$ cat src/rtl/alu_pkg.sv
// Shared constants for the ALU sequencer: ALU opcodes, RV32 major opcodes and FSM state encoding.
package alu_pkg;

    localparam logic [3:0] AluSub  = 4'd0;
    localparam logic [3:0] AluAdd  = 4'd1;
    localparam logic [3:0] AluAnd  = 4'd2;
    localparam logic [3:0] AluOr   = 4'd3;
    localparam logic [3:0] AluXor  = 4'd4;
    localparam logic [3:0] AluSll  = 4'd5;
    localparam logic [3:0] AluSrl  = 4'd6;
    localparam logic [3:0] AluEq   = 4'd7;
    localparam logic [3:0] AluNe   = 4'd8;
    localparam logic [3:0] AluLt   = 4'd9;
    localparam logic [3:0] AluGe   = 4'd10;
    localparam logic [3:0] AluIdle = 4'd15;

    localparam logic [6:0] OpcR      = 7'b0110011;
    localparam logic [6:0] OpcIAlu   = 7'b0010011;
    localparam logic [6:0] OpcBranch = 7'b1100011;
    localparam logic [6:0] OpcJal    = 7'b1101111;

    typedef enum logic [2:0] {
        StIdle,
        StExec,
        StBrCmp,
        StBrTgt,
        StJLink,
        StJTgt,
        StWb
    } state_t;

endpackage

$ cat src/rtl/alu_op_decode.sv
// Combinational decode of opcode/funct3/funct7[5] into an ALU opcode, shift flag and illegal flag.
module alu_op_decode
    import alu_pkg::*;
(
    input  logic [6:0] opcode,
    input  logic [2:0] funct3,
    input  logic       funct7_5,
    output logic [3:0] alu_op,
    output logic       is_shift,
    output logic       illegal
);

    always_comb begin
        alu_op   = AluIdle;
        is_shift = 1'b0;
        illegal  = 1'b0;
        case (opcode)
            OpcR, OpcIAlu: begin
                case (funct3)
                    3'b000: alu_op = (opcode == OpcR && funct7_5) ? AluSub : AluAdd;
                    3'b111: alu_op = AluAnd;
                    3'b110: alu_op = AluOr;
                    3'b100: alu_op = AluXor;
                    3'b001: begin
                        alu_op   = AluSll;
                        is_shift = 1'b1;
                    end
                    3'b101: begin
                        // Arithmetic right shift is not supported by the ALU.
                        if (funct7_5) begin
                            illegal = 1'b1;
                        end else begin
                            alu_op   = AluSrl;
                            is_shift = 1'b1;
                        end
                    end
                    default: illegal = 1'b1;
                endcase
            end
            OpcBranch: begin
                case (funct3)
                    3'b000:         alu_op = AluEq;
                    3'b001:         alu_op = AluNe;
                    3'b100, 3'b110: alu_op = AluLt;
                    3'b101, 3'b111: alu_op = AluGe;
                    default:        illegal = 1'b1;
                endcase
            end
            OpcJal:  alu_op = AluAdd;
            default: illegal = 1'b1;
        endcase
    end

endmodule

$ cat src/rtl/alu_sequencer.sv
// Multi-cycle control front-end: accepts one decoded instruction, steps the external ALU through
// one or two cycles, then retires with a register-file writeback and PC update.
module alu_sequencer
    import alu_pkg::*;
#(
    parameter logic [31:0] RESET_PC = 32'h0000_0000,
    parameter int unsigned XLEN     = 32
) (
    input  logic            clk,
    input  logic            reset,
    input  logic            inst_valid,
    output logic            inst_ready,
    input  logic [31:0]     inst,
    input  logic [XLEN-1:0] rs1_data,
    input  logic [XLEN-1:0] rs2_data,
    input  logic [XLEN-1:0] imm,
    output logic [XLEN-1:0] alu_in_1,
    output logic [XLEN-1:0] alu_in_2,
    output logic [3:0]      alu_op,
    input  logic [XLEN-1:0] alu_result,
    input  logic            alu_bcond,
    output logic [XLEN-1:0] pc,
    output logic            rd_we,
    output logic [4:0]      rd_addr,
    output logic [XLEN-1:0] rd_wdata,
    output logic            done,
    output logic            illegal
);

    state_t          state;
    logic [3:0]      op_q;
    logic            shift_q;
    logic            use_imm_q;
    logic            taken_q;
    logic [XLEN-1:0] rs1_q;
    logic [XLEN-1:0] rs2_q;
    logic [XLEN-1:0] imm_q;
    logic [XLEN-1:0] link_q;
    logic [XLEN-1:0] pc_plus4;
    logic [XLEN-1:0] operand_b;

    logic [3:0]      dec_op;
    logic            dec_shift;
    logic            dec_illegal;

    alu_op_decode u_decode (
        .opcode   (inst[6:0]),
        .funct3   (inst[14:12]),
        .funct7_5 (inst[30]),
        .alu_op   (dec_op),
        .is_shift (dec_shift),
        .illegal  (dec_illegal)
    );

    assign pc_plus4   = pc + XLEN'(4);
    assign inst_ready = (state == StIdle);
    assign operand_b  = use_imm_q ? imm_q : rs2_q;

    // ALU drive is a pure decode of registered state, so it is stable for the whole cycle.
    always_comb begin
        alu_in_1 = '0;
        alu_in_2 = '0;
        alu_op   = AluIdle;
        case (state)
            StExec: begin
                alu_in_1 = rs1_q;
                alu_in_2 = shift_q ? XLEN'(operand_b[4:0]) : operand_b;
                alu_op   = op_q;
            end
            StBrCmp: begin
                alu_in_1 = rs1_q;
                alu_in_2 = rs2_q;
                alu_op   = op_q;
            end
            StBrTgt, StJTgt: begin
                alu_in_1 = pc;
                alu_in_2 = imm_q;
                alu_op   = AluAdd;
            end
            StJLink: begin
                alu_in_1 = pc;
                alu_in_2 = XLEN'(4);
                alu_op   = AluAdd;
            end
            default: ;
        endcase
    end

    always_ff @(posedge clk) begin
        if (reset) begin
            state     <= StIdle;
            pc        <= RESET_PC;
            rd_we     <= 1'b0;
            done      <= 1'b0;
            illegal   <= 1'b0;
            rd_addr   <= '0;
            rd_wdata  <= '0;
            op_q      <= AluIdle;
            shift_q   <= 1'b0;
            use_imm_q <= 1'b0;
            taken_q   <= 1'b0;
            rs1_q     <= '0;
            rs2_q     <= '0;
            imm_q     <= '0;
            link_q    <= '0;
        end else begin
            done    <= 1'b0;
            rd_we   <= 1'b0;
            illegal <= 1'b0;
            case (state)
                StIdle: begin
                    if (inst_valid) begin
                        rs1_q     <= rs1_data;
                        rs2_q     <= rs2_data;
                        imm_q     <= imm;
                        op_q      <= dec_op;
                        shift_q   <= dec_shift;
                        use_imm_q <= (inst[6:0] == OpcIAlu);
                        rd_addr   <= inst[11:7];
                        if (dec_illegal) begin
                            pc      <= pc_plus4;
                            done    <= 1'b1;
                            illegal <= 1'b1;
                            state   <= StWb;
                        end else if (inst[6:0] == OpcBranch) begin
                            state <= StBrCmp;
                        end else if (inst[6:0] == OpcJal) begin
                            state <= StJLink;
                        end else begin
                            state <= StExec;
                        end
                    end
                end
                StExec: begin
                    rd_wdata <= alu_result;
                    rd_we    <= 1'b1;
                    done     <= 1'b1;
                    pc       <= pc_plus4;
                    state    <= StWb;
                end
                StBrCmp: begin
                    taken_q <= alu_bcond;
                    state   <= StBrTgt;
                end
                StBrTgt: begin
                    pc    <= taken_q ? alu_result : pc_plus4;
                    done  <= 1'b1;
                    state <= StWb;
                end
                StJLink: begin
                    link_q <= alu_result;
                    state  <= StJTgt;
                end
                StJTgt: begin
                    pc       <= alu_result;
                    rd_wdata <= link_q;
                    rd_we    <= 1'b1;
                    done     <= 1'b1;
                    state    <= StWb;
                end
                StWb:    state <= StIdle;
                default: state <= StIdle;
            endcase
        end
    end

endmodule
$ cat config.mk
export PLATFORM = sky130hd
export DESIGN_NAME = alu_sequencer
export DESIGN_NICKNAME = d
export VERILOG_FILES = /design/src/rtl/alu_pkg.sv /design/src/rtl/alu_op_decode.sv /design/src/rtl/alu_sequencer.sv
export SDC_FILE = /design/constraint.sdc
export NUM_CORES = 1
export LEC_CHECK = 0
export BUFFER_PORTS_ARGS = -buffer_cell sky130_fd_sc_hd__buf_4
export CAP_MARGIN = 20
export CORE_ASPECT_RATIO = 1.25
export CORE_UTILIZATION = 25
export CTS_BUF_LIST = sky130_fd_sc_hd__clkbuf_8
export CTS_CLUSTER_SIZE = 16
export DETAILED_ROUTE_END_ITERATION = 16
export SYNTH_ARGS = -nofsm -noshare
export SYNTH_HDL_FRONTEND = slang
export SYNTH_HIERARCHICAL = 1
export SYNTH_SLANG_ARGS = --single-unit
$ cat constraint.sdc
create_clock -name clk -period 2.48 [get_ports clk]
set_clock_uncertainty 0.1 [all_clocks]
set_input_delay 0.124 -clock clk [delete_from_list [all_inputs] [get_ports clk]]
set_output_delay 0.124 -clock clk [all_outputs]
set_load 0.005 [all_outputs]
==> qor.yml, run 1 <==
hold_end: "state[0]$_SDFFE_PP0P_"
critPathTopFamily: "buffers and inverters"
ant_nets: 0
hpwl_um: 24100
worst-path-buf-inv: 3
period_share: 0.949
ys_ff_latch: 210
synth-edff-count: 0
wirelength_um: 36300
period_needed_ns: 2.35
antenna_found_initial: 6
async_reset_ff_frac: 0
clock-sinks: 210
slowest_delay_ns: 0.42
die-area_um2: 38700
hold_violations: 0
nNetsFinal: 1841
min-delay-start: "inst[3]"
cp_common_cell: "buf_4"
cp-end-kind: "output port"
crit_type: "reg2out"
synth_common_cells: "nand2_1, dfxtp_1, a21oi_1, clkbuf_1, a22o_1"
synth.distinct_cells: 57
rsz0062_at_grt: "false"
drtPass1Iterations: 4
cp.arrival_ns: 2.13
routabilityCongestion: 0.861
die_h_um: 220
cellLeakagePower_nw: 6.08
htreeDepth: 2
rr_endpoint: "rs1_q[19]$_SDFFE_PP0P_"
grt.total_usage: 0.182
grt_overflow: 0
fillCellCount: 3723
slew_headroom: 0.560
yosysSeqAreaShare: 0.443
r2r_slack_ns: 0.17
cts_root_buf: "clkbuf_8"
r2r-start: "state[0]$_SDFFE_PP0P_"
status: "finished clean"
ys_top_cells_by_area: "dfxtp_1, nand2_1, a21oi_1, a22o_1, mux2i_1"
required_ns: 2.26
wl_per_cell_um: 16.6
clk_path_buf_depth: 3
critical_path.cell_chain: "buf_4 -> nor2b_2 -> a21o_1 -> buf_12 -> a22o_1 -> buf_4"
start_kind: "flip-flop"
seqCellArea_um2: 4210
rr_worst_depth: 8
vias_per_cell: 4.79
first_global_vias: 10182
area_growth_pct: 58.2
fmax_mhz: 425
grt_max_degree: 128
post-route-util: 0.403
route.detailed.drc: 0
slew_violations: 0
tightest_slew_ns: 0.660
vias: 10513
num_rows: 79
synth_ff_type: "dfxtp_1"
synth.top_cell.area_share: 0.443
io_pins: 305
hp-class: "in2reg"
syn_area_um2: 9490
syn_inst: 1212
syn_avg_cell_area_um2: 7.83
ir_drop_mv: 0.399
port_buffers: 288
synth_warnings: 6
crit_fanout: 35
power_density_nw_per_um2: 633
coreArea_um2: 37300
drive_gt1_frac: 0.251
die_w_um: 176
clk_pin_slew_ns: 0.06
multiInputGateArea_um2: 4900
worstSkewPairLatency_ns: 0.56
holdPathStages: 4
grt_pass1_wl_um: 55900
yosysTopAreaCell: "dfxtp_1"
report.final.setup_viol: 0
syn_nets: 1377
cts_buffers: 40
start_util: 0.255
max_cap_viol_count: 0
drt_iter0_drc: 501
cts_tree: "done"
yosysMostFrequentCell: "nand2_1"
tns_ns: 0
cp_slowest_cell: "dfxtp_2"
[worst max-delay path by stage]
stage                     startpoint                      to  slack, ns  cells past startpoint
2_1_floorplan                inst[3]     pc[28]$_SDFFE_PP0P_       0.13                      7
3_3_place_gp                 inst[4]     pc[28]$_SDFFE_PP0P_       0.06                      8
3_5_place_dp                 inst[4]     pc[28]$_SDFFE_PP0P_       0.02                      8
4_1_cts        state[1]$_SDFFE_PP0P_             alu_in_1[0]      0.006                      6
5_1_grt        state[0]$_SDFFE_PP0P_  imm_q[17]$_SDFFE_PP0P_      0.003                      7
6_report       state[1]$_SDFFE_PP0P_             alu_in_1[0]       0.13                      6
[cell families after synthesis]
kind of cell    count (synthesis)  synth area share
simple gates                  502             0.234
compound gates                354             0.235
flops                         210             0.443
buf+inv                       106            0.0450
mux                            36            0.0380
xor+xnor                        3           0.00277
fa+ha+maj                       1           0.00132
[where the power goes]
group | internal, mW | switching (mW)
clock | 1.86 | 1.57
combinational | 1.08 | 1.13
sequential | 3.67 | 0.207
[per-layer routing]
metal	up-vias	wire length, µm	track usage
li1	5200	-	-
met1	4900	15200	0.221
met2	344	17500	0.309
met3	63	2490	0.0435
met4	6	1080	0.0664
met5	-	30	0
[cell type report]
cell class              count  area share
diodes                      3    0.000500
clock buffers              48      0.0440
clock inverters            22     0.00842
inverters                   4     0.00100
multi-input cells         896       0.327
flip-flops and latches    210       0.280
well taps                 486      0.0405
repair buffers            524       0.299
[metrics by stage]
stage	cells	instance area [µm²]	total power [mW]	worst slack (ns)	hold slack, ns
after global routing	2192	15000	10.0	0.00315	0.0938
after detailed placement	1940	12400	5.90	0.0220	0.279
after CTS	2185	15000	9.62	0.00634	0.00396
after floorplan	1212	9490	4.93	0.130	0.160
final	2193	15000	9.51	0.125	0.0600
after global placement	1940	12400	5.87	0.0612	0.270
[cells in the final DEF (no fill, tap or decap), types with 3 or more instances in the layout]
cell / n
and2_1: 9
clkbuf_8: 48
nand2b_1: 7
o21ai_1: 9
or4_1: 5
nand2_1: 324
nor3_1: 18
buf_12: 8
nor4_1: 4
clkinv_2: 8
nand4_1: 12
o21ai_0: 22
a21o_1: 5
a22o_1: 63
nor3b_1: 4
nand3_1: 13
dfxtp_1: 208
o22ai_1: 6
nand4b_1: 3
mux2i_1: 36
or3_1: 5
nor2b_1: 5
a22oi_1: 15
a21oi_1: 166
nor2_1: 59
dlygate4sd3_1: 175
buf_4: 339
a211oi_1: 38
diode_2: 3
inv_1: 15
nand3b_1: 7
a31oi_1: 9
o211ai_1: 4
and3_1: 7
[registers in the layout, summed over array words and instances, names as in the netlist, 3 cells and up]
signal / cells
rd_addr: 5
link_q: 32
state: 3
rs2_q: 32
rd_wdata: 32
pc: 32
imm_q: 32
rs1_q: 32
op_q: 4
[what timing repair did]
action                                 CTS  global route
pin swaps                                0             1
resized for setup                        3             2
setup buffers                            0             5
endpoints found under the hold margin  209             0
hold buffers                           175             0
setup endpoints to repair               35            37
[worst reg2reg max path, cell delays in order, from the launching register on]
cell,delay (ns)
dfxtp_1,0.47
buf_4,0.24
nor3_1,0.09
buf_4,0.16
nand2_4,0.09
buf_12,0.27
nand2_1,0.09
a21oi_1,0.15
dlygate4sd3_1,0.56
No activity file was read; power rests on OpenSTA's default activity.
==> run 2: changes to the inputs <==
--- a/config.mk
+++ b/config.mk
@@ -5,6 +5,7 @@
 export SDC_FILE = /design/constraint.sdc
 export NUM_CORES = 1
 export LEC_CHECK = 0
+export ABC_AREA = 1
 export BUFFER_PORTS_ARGS = -buffer_cell sky130_fd_sc_hd__buf_4
 export CAP_MARGIN = 20
 export CORE_ASPECT_RATIO = 1.25
==> qor.yml, run 2 <==
tightest_slew_ns: 0.670  # +0.00954 ns
syn_nets: 1574  # +14%
ir_drop_mv: 0.514  # +29%
power_density_nw_per_um2: 1010  # +59%
yosysTopAreaCell: "dfxtp_1"
synth.distinct_cells: 35  # -39%
seqCellArea_um2: 4210  # about the same
synth_common_cells: "nand2_1, o21ai_0, dfxtp_1, inv_1, a21oi_1"
power_frac_comb: 0.421  # +0.189
worstSkewPairLatency_ns: 0.55  # about the same
die-area_um2: 39600  # +2.3%
clock-sinks: 210  # unchanged
wirelength_um: 37200  # +2.4%
dp_cells: 2126  # +9.6%
wl_per_cell_um: 15.8  # -4.8%
crit_fanout: 16  # -54%
htreeDepth: 2  # unchanged
drive_gt1_frac: 0.222  # -0.0296
slew_headroom: 0.553  # -0.00636
cellLeakagePower_nw: 6.50  # +7.0%
clk_pin_slew_ns: 0.06  # about the same
async_reset_ff_frac: 0  # unchanged
cts_buffers: 38  # -5.0%
p_int_mw: 9.04  # +37%
worst-path-buf-inv: 4  # +1
report.final.setup_viol: 0  # unchanged
holdPathStages: 6  # +2
routabilityCongestion: 0.888  # +3.1%
p_total_mw: 15.0  # +58%
port_buffers: 288  # unchanged
instances_no_fill: 2358  # +7.5%
p_sw_frac: 0.397  # +0.0912
crit_type: "reg2out"
fin_hold_ws_ns: 0.0544  # -0.00557 ns
max_cap_viol_count: 0  # unchanged
fin_ws_ns: 0.107  # -0.0181 ns
layout_common_cells: "buf_4, nand2_1, o21ai_0"
clkPwrFrac: 0.225  # -0.136
hpwl_um: 25300  # +4.9%
seqPwrFrac: 0.353  # -0.054
yosysSeqAreaShare: 0.433  # -0.0101
cp_slowest_cell: "dfxtp_2"
io_pins: 305  # unchanged
synth_warnings: 6  # unchanged
ys_ff_latch: 210  # unchanged
cts_root_buf: "clkbuf_8"
first_global_vias: 10542  # +3.5%
final_common_cell: "buf_4"
drtPass1Iterations: 7  # +3
hold_violations: 0  # unchanged
vias: 10925  # +3.9%
clk_path_buf_depth: 3  # unchanged
synth_ff_type: "dfxtp_1"
status: "finished clean"
placed_area_um2: 12400  # -0.43%
period_share: 0.957  # +0.00732
start_kind: "flip-flop"
cp-end-kind: "output port"
grt_max_degree: 62  # -52%
multiInputGateArea_um2: 4400  # -10%
stdcell_area_um2: 14900  # -0.81%
fillCellCount: 3929  # +5.5%
synth-edff-count: 0  # unchanged
ant_nets: 0  # unchanged
area_growth_pct: 53.4
coreArea_um2: 38200  # +2.6%
syn_avg_cell_area_um2: 6.89  # -12%
die_w_um: 178  # +1.1%
syn_inst: 1409  # +16%
route.detailed.drc: 0  # unchanged
switching_power_mw: 5.95  # +100%
tns_ns: 0  # unchanged
crit_cells: 9  # +3
yosysMostFrequentCell: "nand2_1"
syn_area_um2: 9710  # +2.3%
grt_overflow: 0  # unchanged
cts_tree: "done"
period_needed_ns: 2.37  # +0.0181 ns
required_ns: 2.26  # about the same
synth.top_cell.area_share: 0.433  # -0.0101
die_h_um: 222  # +1.2%
vias_per_cell: 4.63  # -3.4%
nNetsFinal: 2001  # +8.7%
grt.total_usage: 0.177  # -0.00485
ys_top_cells_by_area: "dfxtp_1, o21ai_0, nand2_1, a21oi_1, inv_1"
grt_pass1_wl_um: 55100  # -1.5%
hp-class: "in2reg"
drt_iter0_drc: 487  # -2.8%
rr_worst_depth: 8  # unchanged
slowest_delay_ns: 0.37  # -0.05 ns
post-route-util: 0.389  # -0.0134
start_util: 0.254  # -0.000682
fmax_mhz: 421  # -0.76%
cp.arrival_ns: 2.15  # +0.02 ns
antenna_found_initial: 1  # -5
num_rows: 80  # +1.3%
pre_cts_slack_ns: 0.254  # +0.232 ns
critical_path.cell_chain: "inv_2 -> nand2_4 -> inv_4 -> nand2_4 -> nand2_8 -> a31oi_4 -> clkbuf_16 -> o22ai_1 -> buf_4"
slew_violations: 0  # unchanged
cp_common_cell: "nand2_4"
critPathTopFamily: "buffers and inverters"
[run 2: changes by cell type after synthesis, sizes merged, moves of 16 or more]
cell	change
a22o	-63
nand3	+26
clkbuf	-30
o22ai	+45
nand2	-45
mux2i	-36
a31oi	+27
nor2	+43
o21ai	+188
nor3	-16
a211oi	-36
inv	+200
[run 2: cell families after synthesis]
| kind of cell | after synthesis | share of synthesized area |
|---|---|---|
| compound gates | 471 | 0.259 |
| xor+xnor | 7 | 0.00631 |
| fa+ha+maj | 1 | 0.00129 |
| buf+inv | 290 | 0.120 |
| flops | 210 | 0.433 |
| simple gates | 430 | 0.181 |
[run 2: power groups by stage]
stage / combinational [mW] / sequential (mW) / clock [mW]
CTS: 6.23 / 5.28 / 3.50
global placement: 5.74 / 5.31 / 0
detailed placement: 5.81 / 5.33 / 0
global route: 6.95 / 5.43 / 3.62
floorplan: 3.24 / 5.12 / 0
finish: 6.32 / 5.30 / 3.38
[run 2: worst reg2reg max path: cells and delay by family (launching register included)]
| family | cells | cell delay (ns) |
|---|---|---|
| buffers and inverters | 3 | 1.03 |
| and+or+nand+nor | 5 | 0.72 |
| DFF | 1 | 0.37 |
[run 2: worst paths after layout]
check                                      startpoint                      end  slack [ns]
worst max register to register  state[0]$_SDFFE_PP0P_  rd_addr[2]$_SDFFE_PP0P_        0.15
worst max-delay path            state[1]$_SDFFE_PP0P_             alu_in_2[17]        0.11
worst min-delay path                          inst[6]     shift_q$_SDFFE_PP0P_        0.05
worst min register to register  rs1_q[0]$_SDFFE_PP0P_    rs1_q[0]$_SDFFE_PP0P_        0.35
[run 2: layout make-up]
type,count,area share
clock inverters,17,0.00538
diodes,2,0.000336
clock buffers,51,0.0471
flip-flops and latches,210,0.283
repair buffers,472,0.275
well taps,492,0.0413
inverters,205,0.0523
multi-input cells,909,0.295
[run 2: routing by layer]
layer / up-vias / track usage / routed length (µm)
met5: - / 0 / 0
met4: 0 / 0.0924 / 1810
met1: 4977 / 0.210 / 15800
li1: 5469 / - / -
met3: 90 / 0.0370 / 2480
met2: 389 / 0.296 / 17100
[run 2: what timing repair did]
| action | CTS | global route |
|---|---|---|
| cloned | 0 | 2 |
| hold buffers | 153 | 0 |
| pin swaps | 1 | 1 |
| buffers inserted | 5 | 2 |
| setup endpoints to repair | 68 | 43 |
| hold endpoints to repair | 208 | 0 |
| gates resized for setup | 13 | 9 |
==> run 3: changes to the inputs <==
--- a/config.mk
+++ b/config.mk
@@ -13,6 +13,7 @@
 export CTS_BUF_LIST = sky130_fd_sc_hd__clkbuf_8
 export CTS_CLUSTER_SIZE = 16
 export DETAILED_ROUTE_END_ITERATION = 16
+export REMOVE_ABC_BUFFERS = 1
 export SYNTH_ARGS = -nofsm -noshare
 export SYNTH_HDL_FRONTEND = slang
 export SYNTH_HIERARCHICAL = 1
==> qor.yml, run 3 (synthesized netlist as in run 2, its figures left out) <==
fillCellCount: 3931  # +0.051%
drive_gt1_frac: 0.231  # +0.00982
clk_path_buf_depth: 3  # unchanged
drt_iter0_drc: 597  # +23%
grt_max_degree: 55  # -11%
routabilityCongestion: 0.906  # +2.0%
hold_violations: 0  # unchanged
crit_fanout: 14  # -2
r2r_slack_ns: 0.27  # +0.12 ns
vias_per_cell: 4.68  # +0.94%
wl_per_cell_um: 16.1  # +2.3%
status: "finished clean"
hp-class: "in2reg"
num_rows: 80  # unchanged
cts_root_buf: "clkbuf_8"
clk_pin_slew_ns: 0.06  # about the same
cellLeakagePower_nw: 6.55  # +0.70%
min-delay-start: "inst[5]"
ant_nets: 0  # unchanged
final_common_cell: "buf_4"
cts_tree: "done"
grt_overflow: 0  # unchanged
io_pins: 305  # unchanged
port_buffers: 288  # unchanged
grt_pass1_wl_um: 57600  # +4.6%
drtPass1Iterations: 5  # -2
worstSkewPairLatency_ns: 0.58  # +0.03 ns
stdcell_area_um2: 15000  # +0.79%
rr_worst_depth: 8  # unchanged
die_w_um: 178  # unchanged
crit_type: "reg2out"
tightest_slew_ns: 0.515  # -0.155 ns
nNetsFinal: 2014  # +0.65%
fmax_mhz: 416  # -1.3%
route.detailed.drc: 0  # unchanged
hold_end: "op_q[3]$_SDFFE_PP1P_"
rr_endpoint: "rd_addr[2]$_SDFFE_PP0P_"
cts_buffers: 39  # +2.6%
cp-end-kind: "output port"
instances_no_fill: 2376  # +0.76%
max_cap_viol_count: 0  # unchanged
grt.total_usage: 0.187  # +0.00973
coreArea_um2: 38200  # unchanged
cp.arrival_ns: 2.18  # +0.03 ns
area_growth_pct: 54.6
holdPathStages: 9  # +3
r2r-start: "state[2]$_SDFFE_PP0P_"
layout_common_cells: "buf_4, nand2_1, o21ai_0"
placed_area_um2: 12400  # unchanged
htreeDepth: 2  # unchanged
start_kind: "flip-flop"
antenna_found_initial: 3  # +2
period_share: 0.970  # +0.0128
pre_cts_slack_ns: 0.324  # +0.0702 ns
report.final.setup_viol: 0  # unchanged
period_needed_ns: 2.40  # +0.0317 ns
fin_hold_ws_ns: 0.0761  # +0.0218 ns
required_ns: 2.26  # about the same
start_util: 0.254  # unchanged
post-route-util: 0.393  # +0.00308
slew_headroom: 0.657  # +0.103
dp_cells: 2128  # +0.094%
die_h_um: 222  # unchanged
hpwl_um: 25700  # +1.8%
power_density_nw_per_um2: 1010  # +0.77%
first_global_vias: 10757  # +2.0%
ir_drop_mv: 0.417  # -19%
clock-sinks: 210  # unchanged
fin_ws_ns: 0.0755  # -0.0317 ns
vias: 11112  # +1.7%
slew_violations: 0  # unchanged
wirelength_um: 38300  # +3.1%
die-area_um2: 39600  # unchanged
==> run 3: cell count changes in the layout (fill, tap and decap cells not counted), moves of 3 or more <==
cell and change:
buf_4 +10, clkinv_2 +6, o21ai_0 -6, clkbuf_8 -5, o21ai_2 +4, buf_12 -3, nand2_1 -3, nand2_2 +3
==> run 3: layout make-up <==
| class | instances | area (µm²) | area share |
|---|---|---|---|
| multi-input combinational | 912 | 4470 | 0.298 |
| sequential | 210 | 4210 | 0.281 |
| antenna | 4 | 10.0 | 0.000667 |
| inverter | 205 | 786 | 0.0524 |
| clock buffer | 46 | 633 | 0.0422 |
| clock inverter | 26 | 156 | 0.0104 |
| tap | 492 | 616 | 0.0410 |
| timing repair buffer | 481 | 4130 | 0.275 |
==> run 3: worst max path at each step <==
stage	start	end	slack [ns]
2_1_floorplan	state[0]$_SDFFE_PP0P_	alu_op[1]	-1.34
3_3_place_gp	state[1]$_SDFFE_PP0P_	alu_op[1]	0.35
3_5_place_dp	state[1]$_SDFFE_PP0P_	alu_op[2]	0.32
4_1_cts	state[1]$_SDFFE_PP0P_	alu_in_2[30]	-0.02
5_1_grt	state[1]$_SDFFE_PP0P_	alu_in_2[19]	-0.007
6_report	state[1]$_SDFFE_PP0P_	alu_in_2[19]	0.08
==> run 3: per-layer routing <==
metal	share of wire	routed length [µm]	vias to the layer above	GRT usage
met5	0	0	-	0
met4	0.058	2210	0	0.112
met3	0.056	2150	100	0.0341
met2	0.49	18800	360	0.323
met1	0.40	15200	5133	0.210
li1	-	-	5519	-
==> run 3: power breakdown <==
part	switching, mW	total [mW]	internal [mW]
clock	1.62	3.45	1.82
sequential	0.819	5.33	4.51
combinational	3.75	6.45	2.70
==> run 3: worst max-delay path, stage by stage (launching register included) <==
cell        delay [ns]
dfxtp_4           0.38
clkinvlp_4        0.15
nand2_8           0.12
inv_4             0.06
nand2_4           0.10
nand2_8           0.10
a31oi_4           0.21
buf_6             0.13
buf_12            0.14
o22ai_1           0.10
buf_4             0.15
==> run 3: stage by stage <==
step,total power [mW],TNS (ns)
after floorplan,8.07,-71.01
after global placement,11.0,0
after detailed placement,11.1,0
after CTS,15.2,-0.281
after global routing,16.2,-0.0243
final,15.2,0
==> run 3: timing repair <==
action | in CTS | in global routing
resized for setup | 28 | 16
cloned | 3 | 1
hold buffers | 155 | 0
pin swaps | 3 | 2
setup buffers | 8 | 5
setup endpoints to repair | 65 | 67
hold endpoints to repair | 208 | 0
